`src/rtl/stream_arb_mux.sv`:
```
// N_CH-to-1 valid/ready stream arbiter and mux with a single registered output slot.
// Arbitration is round-robin, fixed priority, forced select, or hold, chosen by mode.
module stream_arb_mux #(
    parameter int unsigned N_CH  = 4,
    parameter int unsigned W     = 8,
    parameter int unsigned SEL_W = 2
) (
    input  logic              clk,
    input  logic              rst,
    input  logic [N_CH-1:0]   in_valid,
    input  logic [N_CH*W-1:0] in_data,
    output logic [N_CH-1:0]   in_ready,
    input  logic [1:0]        mode,
    input  logic [SEL_W-1:0]  sel,
    output logic              out_valid,
    output logic [W-1:0]      out_data,
    output logic [SEL_W-1:0]  out_ch,
    input  logic              out_ready
);

    typedef enum logic [1:0] {
        ModeRr    = 2'b00,
        ModeFixed = 2'b01,
        ModeForce = 2'b10,
        ModeHold  = 2'b11
    } mode_e;

    logic [SEL_W-1:0] ptr;
    logic             can_load;
    logic             lo_any, hi_any;
    logic [SEL_W-1:0] lo_idx, hi_idx;
    logic             found;
    logic [SEL_W-1:0] gidx;
    logic [N_CH-1:0]  grant;
    logic [W-1:0]     mux_data;
    logic             xfer_in;
    logic [SEL_W-1:0] ptr_next;

    assign can_load = ~out_valid | out_ready;

    // Descending scan leaves the lowest valid index overall (lo) and the lowest
    // valid index at or above ptr (hi); round-robin prefers hi and wraps to lo.
    always_comb begin
        lo_any = 1'b0;
        hi_any = 1'b0;
        lo_idx = '0;
        hi_idx = '0;
        for (int i = int'(N_CH) - 1; i >= 0; i--) begin
            if (in_valid[i]) begin
                lo_any = 1'b1;
                lo_idx = SEL_W'(i);
                if (SEL_W'(i) >= ptr) begin
                    hi_any = 1'b1;
                    hi_idx = SEL_W'(i);
                end
            end
        end
    end

    always_comb begin
        found = 1'b0;
        gidx  = '0;
        case (mode_e'(mode))
            ModeRr: begin
                found = hi_any | lo_any;
                gidx  = hi_any ? hi_idx : lo_idx;
            end
            ModeFixed: begin
                found = lo_any;
                gidx  = lo_idx;
            end
            ModeForce: begin
                // An out-of-range sel never matches any channel, so it grants nothing.
                for (int i = 0; i < int'(N_CH); i++) begin
                    if (SEL_W'(i) == sel && in_valid[i]) begin
                        found = 1'b1;
                        gidx  = sel;
                    end
                end
            end
            default: begin
                found = 1'b0;
                gidx  = '0;
            end
        endcase
    end

    always_comb begin
        grant    = '0;
        mux_data = '0;
        for (int i = 0; i < int'(N_CH); i++) begin
            grant[i] = found && (gidx == SEL_W'(i));
            if (grant[i]) begin
                mux_data = in_data[i*W +: W];
            end
        end
    end

    assign in_ready = grant & {N_CH{can_load & ~rst}};
    assign xfer_in  = found & can_load & ~rst;
    assign ptr_next = (gidx == SEL_W'(N_CH - 1)) ? '0 : gidx + 1'b1;

    always_ff @(posedge clk or posedge rst) begin
        if (rst) begin
            out_valid <= 1'b0;
            out_data  <= '0;
            out_ch    <= '0;
            ptr       <= '0;
        end else if (xfer_in) begin
            // Load also covers the simultaneous drain-and-refill case with no bubble.
            out_valid <= 1'b1;
            out_data  <= mux_data;
            out_ch    <= gidx;
            ptr       <= ptr_next;
        end else if (out_ready) begin
            out_valid <= 1'b0;
        end
    end

endmodule

```
`config.mk`:
```
export PLATFORM = sky130hd
export DESIGN_NAME = stream_arb_mux
export DESIGN_NICKNAME = d
export VERILOG_FILES = /design/src/rtl/stream_arb_mux.sv
export SDC_FILE = /design/constraint.sdc
export NUM_CORES = 1
export LEC_CHECK = 0
export ABC_AREA = 1
export CORE_ASPECT_RATIO = 0.75
export CORE_MARGIN = 2
export CORE_UTILIZATION = 41
export CTS_CLUSTER_SIZE = 24
export DETAILED_ROUTE_END_ITERATION = 10
export GPL_ROUTABILITY_DRIVEN = 0
export PLACE_DENSITY = 0.82
export SYNTH_ARGS = -nofsm -noshare
export SYNTH_HDL_FRONTEND = slang
export SYNTH_SLANG_ARGS = --single-unit
```
`constraint.sdc`:
```
create_clock -name clk -period 2.4 [get_ports clk]
set_clock_uncertainty 0.05 [all_clocks]
set_input_delay 0.48 -clock clk [delete_from_list [all_inputs] [get_ports clk]]
set_output_delay 0.48 -clock clk [all_outputs]
set_load 0.02 [all_outputs]
```
==> results.cfg, run 1 <==
[status]
status = finished, final reports clean

[detailed_routing]
wl_met2_mm = 1.88
viasPerCell = 4.79
wl_mm = 3.82
ant_nets = 0
via_count = 1586
drc_errors = 0
wl_met3_um = 233
wl_per_cell_um = 11.5
wl_met1_mm = 1.66
dr.max_layer_used = met4
drt-initial-drc-count = 62
dr.pass1.iters = 4

[synth]
synth_compound_area_frac = 0.0350
yosys.area_share.simple = 0.517
syn-instance-count = 219
synth-async-reset-ratio = 1.00
synth_mux_area_frac = 0
synthDistinctLibCells = 22
yosysWarnings = 0
ys_seq_area_frac = 0.260
synth_top_family_by_area = simple AND/OR/NAND/NOR gates
syn_area_per_cell_sq_um = 5.71
synth_top_area_frac = 0.260
synth_ff_type = dfrtp_1
yosys.area_share.xor_xnor = 0
synth.cell_area_sq_mm = 0.00125
yosysTopAreaCell = dfrtp_1
synth-seq-cells = 13
synth_fa_ha_area_frac = 0.0400
ys_top_cells_by_area = dfrtp_1 26%, nand2_1 23%, nand3_1 12%
synth-edff-count = 0
syn_nets = 266

[cts]
cts.sinks = 13
cts_buffer_depth = 2
cts_htree_levels = 1
cts_hold_buf = 0
cts_buffers = 3
clock-root-buffer = clkbuf_8
cts_tree = done
cts.clk_slew.worst_paths_ps = 50
clkLatencyLatePin_ps = 240

[placement]
dp_hpwl_mm = 2.80
port_buffers = 57
place_inst = 324
post-place-ws_ps = -897

[layout]
multiInputGateArea_sq_um = 846
filler_cell_count = 257
register_area_sq_um = 325
n_antenna_cell = 0
layout-drive-gt1-share = 0.225
syn2layout_area_growth_pct = 66.8
nets = 341
instances_no_fill = 331

[sta]
min_period_ps = 2380
clock.fmax_mhz = 421
fin_ws_ps = 22.8
holdWs_ps = 428
maxSlewViolCount = 0
setup_viol = 0
timing.final.crit_share = 0.990
relSlewSlack = 0.649
tightest_slew_ps = 526
hold_violations = 0
grt_setup_unrepaired = yes

[grt]
grt_pass1_wl_mm = 6.27
grt_antenna_before_repair = 0
grt_max_degree = 22
grt-ovfl-total = 0
grtUsageTotal = 0.234
grt_pass1_vias = 1515

[critical_path]
critPathLaunchType = flip-flop
cp.required_ps = 1870
worstSetupPathType = flip-flop to output pin
cp.arrival_ps = 1850
crit_fanout = 4
worstSetupEndpointType = output pin

[floorplanning]
die-area_sq_mm = 0.00351
rows = 17
die_w_um = 67.8
die_h_um = 51.8
pin_count = 58
initial_utilization = 0.426
core-area_sq_mm = 0.00294

[job]
max_cap_viol_count = 0

[power]
p_leak_nw = 1.14
ir_worst_vdd_v = 0.000373
p_per_area_mw_per_mm2 = 526

[worst_hold_path]
min_path_type = flip-flop to flip-flop
[worst paths after layout]
kind                        startpoint           to  slack, ps  cells after the start
setup / recovery                ptr[1]  in_ready[2]         20                     12
hold / removal             out_data[6]  out_data[6]        430                      2
setup reg to reg                ptr[1]  out_data[3]        280                     17
hold reg to reg            out_data[6]  out_data[6]        430                      2
max in group asynchronous          rst       ptr[1]       1240                      3
min in group asynchronous          rst  out_data[7]        710                      3
[sequential cells by signal, indices dropped and copies added (netlist names)]
name       cells
out_ch         2
out_data       8
out_valid      1
ptr            2
[cells in the mapped netlist (all sizes together) (2+ instances only)]
library cell and n:
buf 6, clkbuf 2, dfrtp 13, ha 4, inv 33, nand2 79
nand3 30, nand4 2, nor2 40, nor3 2, o21ai 4
[what timing repair did]
| action | 4_1_cts | 5_1_grt |
|---|---|---|
| resized for setup | 50 | 26 |
| hold endpoints to repair | 0 | 0 |
| endpoints found under the setup margin | 12 | 4 |
| pin swaps | 7 | 7 |
| buffers inserted | 1 | 2 |
[logic make-up after synthesis]
kind of cell	count (synthesis)
simple gates	153
fa+ha+maj	4
compound gates	7
buf+inv	42
flops	13
[power breakdown]
| part | switching [mW] | internal [mW] | leakage, nW | total [mW] |
|---|---|---|---|---|
| sequential | 0.0362 | 0.274 | 0.168 | 0.310 |
| combinational | 0.308 | 0.281 | 0.947 | 0.589 |
| clock | 0.0796 | 0.117 | 0.0228 | 0.197 |
[cell type report]
class,count,area share
clock buffers,4,0.0216
inverters,34,0.0624
multi-input cells,164,0.405
flip-flops and latches,13,0.156
well taps,38,0.0228
repair buffers,78,0.332
[metal layers]
| metal | GRT usage | vias up |
|---|---|---|
| met5 | 0 | - |
| met3 | 0.0584 | 6 |
| met2 | 0.405 | 53 |
| met4 | 0.0433 | 0 |
| li1 | - | 816 |
| met1 | 0.296 | 711 |
[stage by stage]
step / util / area, sq um / TNS [ps] / power [mW]
floorplan: - / 1260 / -32.0 / 0.593
global placement: 0.666 / 1950 / -5060 / 0.840
detailed placement: 0.666 / 1950 / -6350 / 0.850
CTS: 0.697 / 2050 / 0 / 1.07
global route: 0.711 / 2090 / -273 / 1.18
finish: 0.711 / 2090 / 0 / 1.10
[critical path, stage by stage, from the launching register on]
cell and delay [ps]:
dfrtp_1 390, nand2_1 90, nand2_2 90, nand2_2 70, inv_2 50, nand4_1 100
o2111ai_2 120, nand2_4 130, inv_4 90, ha_4 140, nand2_4 50, nor3_2 100
buf_4 160
[placed cells by master, fill, tap and decap left out, drive strengths merged]
master | Yosys | layout
nand2 | 79 | 79
clkdlybuf4s50 | 0 | 45
nor2 | 40 | 40
inv | 33 | 34
nand3 | 30 | 30
buf | 6 | 26
dfrtp | 13 | 13
clkbuf | 2 | 9
o21ai | 4 | 4
ha | 4 | 4
nor3 | 2 | 2
dlygate4sd2 | 0 | 2
nand4 | 2 | 2
o2111ai | 1 | 1
a32o | 1 | 1
a21oi | 1 | 1
Note: power is estimated with default switching activity, not from simulation.
==> inputs of run 2 (changes only) <==
Settings changed: CTS_CLUSTER_SIZE 24 to 20.
==> results of run 2 <==
The final DEF is identical to that of run 1; final timing and power are the same.
